--- src/rtl/spi_pkg.sv ---
// Shared types and mode constants for the SPI slave core.
package spi_pkg;

  typedef enum logic {
    IDLE   = 1'b0,
    ACTIVE = 1'b1
  } spi_state_e;

  localparam int CPOL_IDLE_LOW  = 0;
  localparam int CPOL_IDLE_HIGH = 1;
  localparam int CPHA_LEADING   = 0;
  localparam int CPHA_TRAILING  = 1;

endpackage

--- src/rtl/spi_sync.sv ---
// Multi-flop synchroniser for one asynchronous input, resetting to the line's idle level.
module spi_sync #(
  parameter int   SYNC_STAGES = 2,
  parameter logic RST_VAL     = 1'b0
) (
  input  logic clk,
  input  logic rst_n,
  input  logic d,
  output logic q
);

  logic [SYNC_STAGES-1:0] sync_r;

  // Shift chain; the reset value matches the idle level so release makes no edge.
  always_ff @(posedge clk or negedge rst_n) begin
    if (!rst_n) begin
      sync_r <= {SYNC_STAGES{RST_VAL}};
    end else begin
      sync_r <= {sync_r[SYNC_STAGES-2:0], d};
    end
  end

  assign q = sync_r[SYNC_STAGES-1];

endmodule

--- src/rtl/spi_slave_core.sv ---
// SPI slave: synchronised sclk/cs_n/mosi, oversampled edge decode, word-level rx/tx handshakes.
module spi_slave_core
  import spi_pkg::*;
#(
  parameter int DATA_W      = 8,
  parameter int CPOL        = 0,
  parameter int CPHA        = 0,
  parameter int SYNC_STAGES = 2
) (
  input  logic              clk,
  input  logic              rst_n,
  input  logic              sclk,
  input  logic              cs_n,
  input  logic              mosi,
  output logic              miso,
  output logic              miso_oe,
  output logic [DATA_W-1:0] rx_data,
  output logic              rx_valid,
  input  logic [DATA_W-1:0] tx_data,
  output logic              tx_load,
  output logic              frame_start,
  output logic              frame_end,
  output logic [7:0]        word_cnt
);

  localparam int   BC_W      = $clog2(DATA_W);
  localparam logic SCLK_IDLE = (CPOL == CPOL_IDLE_HIGH);

  logic              sclk_s, cs_n_s, mosi_s;
  logic              sclk_d_r, cs_n_d_r;
  spi_state_e        state_r, state_nxt_s;
  logic [BC_W-1:0]   bit_cnt_r;
  logic [DATA_W-1:0] txsr_r;
  logic [DATA_W-2:0] rxsr_r;
  logic              miso_r, miso_oe_r, rx_valid_r, tx_load_r;
  logic              frame_start_r, frame_end_r;
  logic [DATA_W-1:0] rx_data_r;
  logic [7:0]        word_cnt_r;

  logic              sclk_rise_s, sclk_fall_s, lead_s, trail_s;
  logic              sample_s, shift_s, cs_fall_s, cs_rise_s, word_done_s;
  logic [BC_W-1:0]   tx_idx_s;
  logic [DATA_W-1:0] rx_word_s;

  spi_sync #(.SYNC_STAGES(SYNC_STAGES), .RST_VAL(SCLK_IDLE)) u_sync_sclk (
    .clk(clk), .rst_n(rst_n), .d(sclk), .q(sclk_s)
  );
  spi_sync #(.SYNC_STAGES(SYNC_STAGES), .RST_VAL(1'b1)) u_sync_cs_n (
    .clk(clk), .rst_n(rst_n), .d(cs_n), .q(cs_n_s)
  );
  spi_sync #(.SYNC_STAGES(SYNC_STAGES), .RST_VAL(1'b0)) u_sync_mosi (
    .clk(clk), .rst_n(rst_n), .d(mosi), .q(mosi_s)
  );

  // Edge decode on the synchronised lines, mapped onto sample/shift by mode.
  always_comb begin
    sclk_rise_s = sclk_s & ~sclk_d_r;
    sclk_fall_s = ~sclk_s & sclk_d_r;
    if (CPOL == CPOL_IDLE_LOW) begin
      lead_s  = sclk_rise_s;
      trail_s = sclk_fall_s;
    end else begin
      lead_s  = sclk_fall_s;
      trail_s = sclk_rise_s;
    end
    if (CPHA == CPHA_LEADING) begin
      sample_s = lead_s;
      shift_s  = trail_s;
    end else begin
      sample_s = trail_s;
      shift_s  = lead_s;
    end
    cs_fall_s   = ~cs_n_s & cs_n_d_r;
    cs_rise_s   = cs_n_s & ~cs_n_d_r;
    tx_idx_s    = BC_W'(DATA_W - 1) - bit_cnt_r;
    rx_word_s   = {rxsr_r, mosi_s};
    word_done_s = (bit_cnt_r == BC_W'(DATA_W - 1));
  end

  // Frame state transitions.
  always_comb begin
    state_nxt_s = state_r;
    case (state_r)
      IDLE: begin
        if (cs_fall_s) state_nxt_s = ACTIVE;
        else           state_nxt_s = IDLE;
      end
      ACTIVE: begin
        if (cs_rise_s) state_nxt_s = IDLE;
        else           state_nxt_s = ACTIVE;
      end
      default: state_nxt_s = IDLE;
    endcase
  end

  // Datapath and registered outputs; cs_n deassertion outranks a coincident sclk edge.
  always_ff @(posedge clk or negedge rst_n) begin
    if (!rst_n) begin
      sclk_d_r      <= SCLK_IDLE;
      cs_n_d_r      <= 1'b1;
      state_r       <= IDLE;
      bit_cnt_r     <= {BC_W{1'b0}};
      txsr_r        <= {DATA_W{1'b0}};
      rxsr_r        <= {(DATA_W-1){1'b0}};
      miso_r        <= 1'b0;
      miso_oe_r     <= 1'b0;
      rx_data_r     <= {DATA_W{1'b0}};
      rx_valid_r    <= 1'b0;
      tx_load_r     <= 1'b0;
      frame_start_r <= 1'b0;
      frame_end_r   <= 1'b0;
      word_cnt_r    <= 8'd0;
    end else begin
      sclk_d_r      <= sclk_s;
      cs_n_d_r      <= cs_n_s;
      state_r       <= state_nxt_s;
      miso_oe_r     <= (state_nxt_s == ACTIVE);
      rx_valid_r    <= 1'b0;
      tx_load_r     <= 1'b0;
      frame_start_r <= 1'b0;
      frame_end_r   <= 1'b0;
      case (state_r)
        IDLE: begin
          if (cs_fall_s) begin
            frame_start_r <= 1'b1;
            tx_load_r     <= 1'b1;
            txsr_r        <= tx_data;
            bit_cnt_r     <= {BC_W{1'b0}};
            rxsr_r        <= {(DATA_W-1){1'b0}};
            word_cnt_r    <= 8'd0;
            if (CPHA == CPHA_LEADING) miso_r <= tx_data[DATA_W-1];
          end
        end
        ACTIVE: begin
          if (cs_rise_s) begin
            frame_end_r <= 1'b1;
            bit_cnt_r   <= {BC_W{1'b0}};
            rxsr_r      <= {(DATA_W-1){1'b0}};
            miso_r      <= 1'b0;
          end else if (sample_s) begin
            rxsr_r <= rx_word_s[DATA_W-2:0];
            if (word_done_s) begin
              rx_data_r  <= rx_word_s;
              rx_valid_r <= 1'b1;
              bit_cnt_r  <= {BC_W{1'b0}};
              tx_load_r  <= 1'b1;
              txsr_r     <= tx_data;
              if (word_cnt_r != 8'hFF) word_cnt_r <= word_cnt_r + 8'd1;
            end else begin
              bit_cnt_r <= bit_cnt_r + BC_W'(1);
            end
          end else if (shift_s) begin
            miso_r <= txsr_r[tx_idx_s];
          end
        end
        default: bit_cnt_r <= {BC_W{1'b0}};
      endcase
    end
  end

  assign miso        = miso_r;
  assign miso_oe     = miso_oe_r;
  assign rx_data     = rx_data_r;
  assign rx_valid    = rx_valid_r;
  assign tx_load     = tx_load_r;
  assign frame_start = frame_start_r;
  assign frame_end   = frame_end_r;
  assign word_cnt    = word_cnt_r;

endmodule

--- config.mk ---
export PLATFORM = sky130hd
export DESIGN_NAME = spi_slave_core
export DESIGN_NICKNAME = d
export VERILOG_FILES = /design/src/rtl/spi_pkg.sv /design/src/rtl/spi_sync.sv /design/src/rtl/spi_slave_core.sv
export SDC_FILE = /design/constraint.sdc
export NUM_CORES = 1
export LEC_CHECK = 0
export ABC_AREA = 1
export CAP_MARGIN = 25
export CELL_PAD_IN_SITES_DETAIL_PLACEMENT = 0
export CELL_PAD_IN_SITES_GLOBAL_PLACEMENT = 1
export CORE_ASPECT_RATIO = 0.6
export CORE_MARGIN = 8
export CORE_UTILIZATION = 36
export CTS_CLUSTER_SIZE = 16
export DETAILED_ROUTE_END_ITERATION = 16
export GPL_TIMING_DRIVEN = 0
export PLACE_DENSITY_LB_ADDON = 0.25
export SYNTH_ARGS = -nofsm -noshare
export SYNTH_HDL_FRONTEND = slang
export SYNTH_SLANG_ARGS = --single-unit
--- constraint.sdc ---
create_clock -name clk -period 1.6 [get_ports clk]
set_clock_uncertainty 0.1 [all_clocks]
set_input_delay 0.4 -clock clk [delete_from_list [all_inputs] [get_ports clk]]
set_output_delay 0.4 -clock clk [all_outputs]
set_load 0.01 [all_outputs]
==> Word-level counts from Yosys, hierarchy flattened <==
Cells that the tools add are included.
{ "word_totals": {"register_bits": 48, "out_inout_bits": 22, "elab_cells": 83} }
{ "op_classes": {"n_addsub": 3, "order_cmp": 1, "eq_ne": 10, "muxes": 38, "bitwise_logic": 10, "reduce_logical": 5} }
{ "op_table": {"columns": ["cell", "count"], "rows": [
  ["$mux 8", 9],
  ["$pmux 8 s2", 2],
  ["$mux 7", 3],
  ["$mux 1", 14],
  ["$pmux 7 s2", 1],
  ["$mux 3", 4],
  ["$add 8x1->8 const B", 1],
  ["$ne 8x8->1 const B", 1],
  ["$reduce_and 4->1", 2],
  ["$ne 2x1->1 const B", 3],
  ["$ne 3x1->1 const B", 2],
  ["$not 1->1", 6],
  ["$pmux 1 s2", 3],
  ["$pmux 3 s2", 1],
  ["$reduce_and 5->1", 1],
  ["$and 1x1->1", 4],
  ["$lt 3x4->1 const B", 1],
  ["$ne 2x2->1 const B", 2],
  ["$add 3x1->3 const B", 1],
  ["$bmux 1 s3", 1],
  ["$eq 3x3->1 const B", 1],
  ["$ne 3x2->1 const B", 1],
  ["$reduce_and 3->1", 1],
  ["$sub 3x3->3 const A", 1],
  ["$reduce_and 2->1", 1]
]} }

==> Longest topological paths before layout <==
{ "logic_depth": {"word_depth": 7, "depth_mapped": 10, "depth_no_buf": 9} }

==> Modules after synthesis <==
From an unflattened synthesis, not the netlist that was laid out.
{ "unflattened": {"cells_unflattened": 224, "area_unflattened_um2": 2100.8} }
{ "modules_own_cells": {"columns": ["mod", "instances", "cells_each", "area_each_um2", "seq_area_each_um2"], "rows": [
  ["spi_slave_core", 1, 218, 1948.1, 1052.3],
  ["spi_sync (u_sync_mosi ...)", 2, 2, 50.0, 50.0],
  ["spi_sync (u_sync_cs_n)", 1, 2, 52.6, 52.6]
]} }

==> Least setup slack after synthesis <==
OpenSTA, ideal clock, no wires.
{ "synth_path": {"path_kind": "register to register", "from": "register bit_cnt_r[0]", "to": "register word_cnt_r[5] (netlist: word_cnt[5])", "arrival_ps": 1368, "required_ps": 1381, "path_slack_ps": 13, "stages_incl_launch_ff": 9, "n_path_buf": 1, "synth_period_minus_slack_ps": 1587, "path_cell_list": "dfrtp_1 -> ha_1 -> ha_1 -> nand3_4 -> nand2_4 -> nand2_4 -> buf_12 -> nand2_2 -> o21ai_2"} }
{ "synth_via": {"elab_chain_cells": 3} }
{ "synth_rtl": {"columns": ["element", "line", "text"], "rows": [
  ["start: declaration", "spi_slave_core.sv:32", "logic [BC_W-1:0] bit_cnt_r;"],
  ["start signal: assignment", "spi_slave_core.sv:102", "bit_cnt_r <= {BC_W{1'b0}};"],
  ["start signal: assignment", "spi_slave_core.sv:128", "bit_cnt_r <= {BC_W{1'b0}};"],
  ["start signal: assignment", "spi_slave_core.sv:137", "bit_cnt_r <= {BC_W{1'b0}};"],
  ["$eq 3x3->1", "spi_slave_core.sv:77", "word_done_s = (bit_cnt_r == BC_W'(DATA_W - 1));"],
  ["$ne 2x1->1 (no source line)", null, null],
  ["$reduce_and 5->1 (no source line)", null, null],
  ["end signal: assignment", "spi_slave_core.sv:148", "if (word_cnt_r != 8'hFF) word_cnt_r <= word_cnt_r + 8'd1;"],
  ["end: declaration", "spi_slave_core.sv:38", "logic [7:0] word_cnt_r;"]
]} }
Every way passes these cells.
A chain may end at the register's enable or synchronous reset.

==> results.py <==
metrics = {
    "outcome": {
        "outcome": "finished, final reports clean",
    },
    "sta": {
        "layout_setup_ws_ps": 40.7,
        "timing.final.crit_share_pct": 97.5,
        "worst_pin_slew_ps": 507,
        "setup_tns_ps": 0,
        "finalCriticalPeriod_ps": 1560,
        "whs_ps": 254,
        "setup_viol": 0,
        "max_freq_mhz": 641,
        "slew_violations": 0,
        "rsz0062_at_grt": "true",
        "slew_headroom_pct": 66.2,
        "hold_violations": 0,
    },
    "power": {
        "total_power_mw": 3.12,
        "swShare_pct": 29.1,
        "p_sw_mw": 0.907,
        "p_leak_nw": 1.51,
        "power_frac_seq_pct": 45.8,
        "ir_worst_vdd_uv": 509,
        "power.internal_mw": 2.21,
        "power_frac_comb_pct": 26.7,
        "p_per_area_nw_per_um2": 1030,
        "clkPwrFrac_pct": 27.5,
    },
    "critical_path": {
        "path_delay_family": "buffers and inverters",
        "cp_cell_sequence": "buf_6, buf_12, inv_8, nand3_4, buf_12, nand2_8, nand2_8, buf_12, nand2_2, o21ai_2",
        "start_kind": "register",
        "crit_top_cell": "buf_12",
        "crit_arrival_ps": 1640,
        "ff2ff_setup_slack_ps": 40,
        "worst-path-buf-inv": 5,
        "required_ps": 1680,
        "crit_fanout": 8,
        "end_kind": "register",
        "slowest_delay_ps": 400,
        "cpMaxStageDelayCell": "dfrtp_1",
        "critPathKind": "reg -> reg",
    },
    "drt": {
        "dr.pass1.iters": 4,
        "via_per_inst": 4.50,
        "drt_iter0_drc": 59,
        "route.detailed.drc": 0,
        "wl_um": 4960,
        "final_antenna_net_count": 0,
        "avgRoutedWirePerCell_um": 13.2,
        "route.vias.total": 1691,
    },
    "clocking": {
        "cts_tree": "done",
        "cts_root_buf": "clkbuf_8",
        "numCtsBuffers": 5,
        "clkTransAtPathRegs_ps": 80,
        "cts.sinks": 48,
        "clock_latency_ps": 300,
        "clk_path_buf_depth": 2,
        "h-tree-depth": 2,
    },
    "place": {
        "port_buffers": 34,
        "dp_hpwl_um": 3410,
        "routabilityCongestion": 0.753,
        "dp_slack_ps": -215,
    },
    "grt": {
        "antenna_found_initial": 0,
        "grtUsageTotal_pct": 12.0,
        "grt_max_degree": 28,
        "grt_pass1_wl_um": 8080,
        "grt_pass1_vias": 1625,
        "grt.overflow.total": 0,
    },
    "die": {
        "ios": 35,
        "coreArea_um2": 5650,
        "start_util_pct": 37.9,
        "chipHeight_um": 75.7,
        "die-area_um2": 8750,
        "rows": 21,
        "die_width_um": 116,
    },
    "final_layout": {
        "area_growth_pct": 41.6,
        "antennaDiodeCount": 0,
        "drive_gt1_share_pct": 29.7,
        "num-nets-final": 311,
    },
    "synth": {
        "synthTopCellsByArea": "dfrtp_1, nand2_1, inv_1",
        "ys_warn_count": 0,
        "ys_async_sr_fraction_pct": 100,
        "yosysSeqAreaShare_pct": 56.3,
        "ys_ff_latch": 48,
        "synth_nets": 242,
        "synth_flop_cell": "dfrtp_1",
        "synth_top_area_cell": "dfrtp_1",
        "yosys.area.top_type_share_pct": 52.6,
        "avgSynthCellArea_um2": 9.47,
        "synth_cell_types": 29,
        "synth_edf_count": 0,
        "postSynthCellCount": 226,
        "syn_area_um2": 2140,
    },
    "min_path": {
        "min_path_type": "reg -> reg",
    },
    "run": {
        "drv_cap": 0,
    },
}
## registers in the layout (all words and copies together) (netlist names), 2 cells and up
signal,flops
bit_cnt_r,3
rx_data,8
rxsr_r,7
txsr_r,8
u_sync_cs_n.sync_r,2
u_sync_mosi.sync_r,2
u_sync_sclk.sync_r,2
word_cnt,8
## what timing repair did
item,in CTS,in global routing
endpoints found under the hold margin,18,0
setup buffers,10,13
resized for setup,32,28
pin swaps,2,5
gates cloned,0,3
setup endpoints to repair,39,22
hold buffers,1,0
## stage by stage
step | cells | util, % | instance area [um2]
final | 376 | 53.6 | 3030
after global routing | 376 | 53.6 | 3030
after CTS | 360 | 49.6 | 2800
after detailed placement | 341 | 45.9 | 2590
after global placement | 340 | 45.7 | 2580
after floorplan | 226 | - | 2140
## cell families after synthesis
kind of cell | synth area share [%]
flip-flops | 56.3
AO/OA/AOI/OAI | 10.6
buffers and inverters | 9.30
AND/OR/NAND/NOR | 21.2
XOR/XNOR | 0.819
adder cells (fa/ha/maj) | 1.75
## area by class of cell
type,count,area (um2)
Inverter,36,148
Clock buffer,6,72.6
Timing Repair Buffer,62,566
Multi-Input combinational cell,135,830
Buffer,7,70.1
Sequential cell,48,1210
Fill cell,549,2620
Tap cell,80,100
Clock inverter,2,35.0
## Yosys cell counts (all sizes together) (2+ instances only)
| cell | count |
|---|---|
| nor2 | 7 |
| a21oi | 2 |
| dfrtp | 45 |
| nand2 | 54 |
| buf | 7 |
| xor2 | 2 |
| inv | 35 |
| dfstp | 3 |
| nand3 | 25 |
| o21ai | 36 |
| nand4 | 2 |
| ha | 3 |
## final timing paths
path | from | to | cells after the start
worst max-delay path | miso_oe | word_cnt[5] | 10
worst min-delay path | u_sync_sclk.sync_r[0] | u_sync_sclk.sync_r[1] | 0
worst max register to register | miso_oe | word_cnt[5] | 10
worst min register to register | u_sync_sclk.sync_r[0] | u_sync_sclk.sync_r[1] | 0
max in group asynchronous | rst_n | bit_cnt_r[0] | 3
min in group asynchronous | rst_n | txsr_r[2] | 2
## per-layer routing
metal / up-vias / track usage (%) / share of wire [%]
li1: 862 / - / -
met1: 794 / 17.5 / 54
met5: - / 0 / 0
met4: 0 / 3.47 / 0.77
met2: 28 / 16.2 / 40
met3: 7 / 3.96 / 5.6
## power groups by stage
stage	Clock, mW	Sequential, mW	Combinational (mW)
2_1_floorplan	0	1.47	0.356
3_3_place_gp	0	1.47	0.600
3_5_place_dp	0	1.47	0.615
4_1_cts	0.881	1.43	0.671
5_1_grt	0.925	1.44	0.930
6_report	0.857	1.43	0.833
## layout by cell type (no fill, tap or decap), types with 3 or more instances in the layout
| master | Yosys | layout |
|---|---|---|
| nand3_2 | 2 | 7 |
| buf_12 | 1 | 4 |
| nand3_1 | 22 | 16 |
| nand2_2 | 5 | 5 |
| o21ai_1 | 8 | 8 |
| dfstp_2 | 3 | 3 |
| dlygate4sd2_1 | 0 | 21 |
| nand2_1 | 47 | 46 |
| dfrtp_2 | 0 | 3 |
| dfrtp_1 | 45 | 42 |
| buf_4 | 1 | 24 |
| nor2_1 | 6 | 5 |
| inv_1 | 33 | 31 |
| inv_2 | 2 | 3 |
| o21ai_0 | 20 | 17 |
| clkdlybuf4s50_1 | 0 | 11 |
| clkbuf_8 | 0 | 5 |
| o21ai_2 | 8 | 11 |
| buf_2 | 4 | 5 |
No activity file was read; power rests on OpenSTA's default activity.
==> RTL change (same flow settings) <==
Add an input register stage for `cs_n`, `mosi` and `tx_data`; this delays them by one clock. Comments in the files are not updated.
--- a/src/rtl/spi_slave_core.sv
+++ b/src/rtl/spi_slave_core.sv
@@ -27,4 +27,14 @@
   localparam logic SCLK_IDLE = (CPOL == CPOL_IDLE_HIGH);
 
+  logic cs_n_q;
+  logic mosi_q;
+  logic [DATA_W-1:0] tx_data_q;
+
+  always_ff @(posedge clk) begin
+    cs_n_q    <= cs_n;
+    mosi_q    <= mosi;
+    tx_data_q <= tx_data;
+  end
+
   logic              sclk_s, cs_n_s, mosi_s;
   logic              sclk_d_r, cs_n_d_r;
@@ -47,8 +57,8 @@
   );
   spi_sync #(.SYNC_STAGES(SYNC_STAGES), .RST_VAL(1'b1)) u_sync_cs_n (
-    .clk(clk), .rst_n(rst_n), .d(cs_n), .q(cs_n_s)
+    .clk(clk), .rst_n(rst_n), .d(cs_n_q), .q(cs_n_s)
   );
   spi_sync #(.SYNC_STAGES(SYNC_STAGES), .RST_VAL(1'b0)) u_sync_mosi (
-    .clk(clk), .rst_n(rst_n), .d(mosi), .q(mosi_s)
+    .clk(clk), .rst_n(rst_n), .d(mosi_q), .q(mosi_s)
   );
 
@@ -125,9 +135,9 @@
             frame_start_r <= 1'b1;
             tx_load_r     <= 1'b1;
-            txsr_r        <= tx_data;
+            txsr_r        <= tx_data_q;
             bit_cnt_r     <= {BC_W{1'b0}};
             rxsr_r        <= {(DATA_W-1){1'b0}};
             word_cnt_r    <= 8'd0;
-            if (CPHA == CPHA_LEADING) miso_r <= tx_data[DATA_W-1];
+            if (CPHA == CPHA_LEADING) miso_r <= tx_data_q[DATA_W-1];
           end
         end
@@ -145,5 +155,5 @@
               bit_cnt_r  <= {BC_W{1'b0}};
               tx_load_r  <= 1'b1;
-              txsr_r     <= tx_data;
+              txsr_r     <= tx_data_q;
               if (word_cnt_r != 8'hFF) word_cnt_r <= word_cnt_r + 8'd1;
             end else begin
Check against the original RTL: not equivalent (Yosys sat finds a counterexample within 4 cycles, from zero or initial values and one cycle with rst_n low).
==> RTL change against the original RTL <==
The run now ends with negative setup slack left; worst setup slack got worse by 0.056 ns; final area is 11% higher; power up 23%; critical path depth decreased by 7; hold slack got worse by 0.059 ns; sequential cell count increased by 10; via count is 2.0% higher; final cell count increased by 3.5%; area after synthesis rose by 5.7%; routed wire length decreased by 0.54%; critical path type is now register to output port; largest cell class unchanged.
==> RTL change: results (changes against the original RTL) <==
Post-CTS Resized=50 (+56%); met1 wire length=2453 µm (-7.6%); min setup slack post-route=-0.01526 ns (-0.05594 ns); Critical Path Start=word_cnt[0]$_DFFE_PN0P_; layout cells sized above 1=31.15% (+1.4 points); hold path endpoint=u_sync_cs_n.sync_r[0]$_DFF_PN1_; RePlAce Congestion=0.6856 (-9.0%); violated checks=negative setup slack; hold path startpoint=cs_n_q$_DFF_P_; WL met2=2051 µm (+3.0%); fillcell total=536 (-2.4%); cell count of the worst reg-to-reg path=9 (-1); Avg WL per Cell=12.69 µm (-3.9%); met1 Use GR=14.29% (-3.2 points); final setup vio count=1 (+1); Placed Cells incl. Taps=339 (-0.59%); setup TNS=-0.01526 ns (-0.01526 ns); async set or reset register ratio after synthesis=82.76% (-17 points); global-route track usage on met2=15.47% (-0.68 points); Reg clk slew, reported paths=0.06 ns (-0.02 ns); setup bufs post-CTS=27 (+17); vias per cell=4.434 (-1.4%); CP Capture Point=word_cnt[0]; vias in the first global route=1,698 (+4.5%); VDD IR-drop max=598.1 µV (+18%); status=complete, but fails checks; hold slack=0.1951 ns (-0.05873 ns)
## RTL change: changes by cell type in the layout (fill, tap and decap cells not counted), sizes merged, moves of 5 or more
cell and delta:
nand3 -11, dfxtp +10, o21ai -8, o22ai +7, buf +5, clkbuf +5
## RTL change: final cells by class
class	count	area (µm²)	area share, %
buffer	3	33.78	1.003
timing repair buffer	70	653.1	19.39
inverter	34	130.1	3.863
multi-input combinational	124	819.5	24.33
sequential	58	1408	41.79
clock inverter	5	77.57	2.303
clock buffer	11	141.4	4.198
tap	84	105.1	3.120
## RTL change: kinds of logic (layout without fill, tap and decap cells)
group / Yosys count / after routing / synth area share (%)
xor gates and xnor gates: 3 / 3 / 1.162
DFF: 58 / 58 / 62.15
and+or+nand+nor: 80 / 80 / 17.49
AOI/OAI and AO/OA: 38 / 38 / 9.795
adders and majority gates: 3 / 3 / 1.660
buffers and inverters: 38 / 123 / 7.747
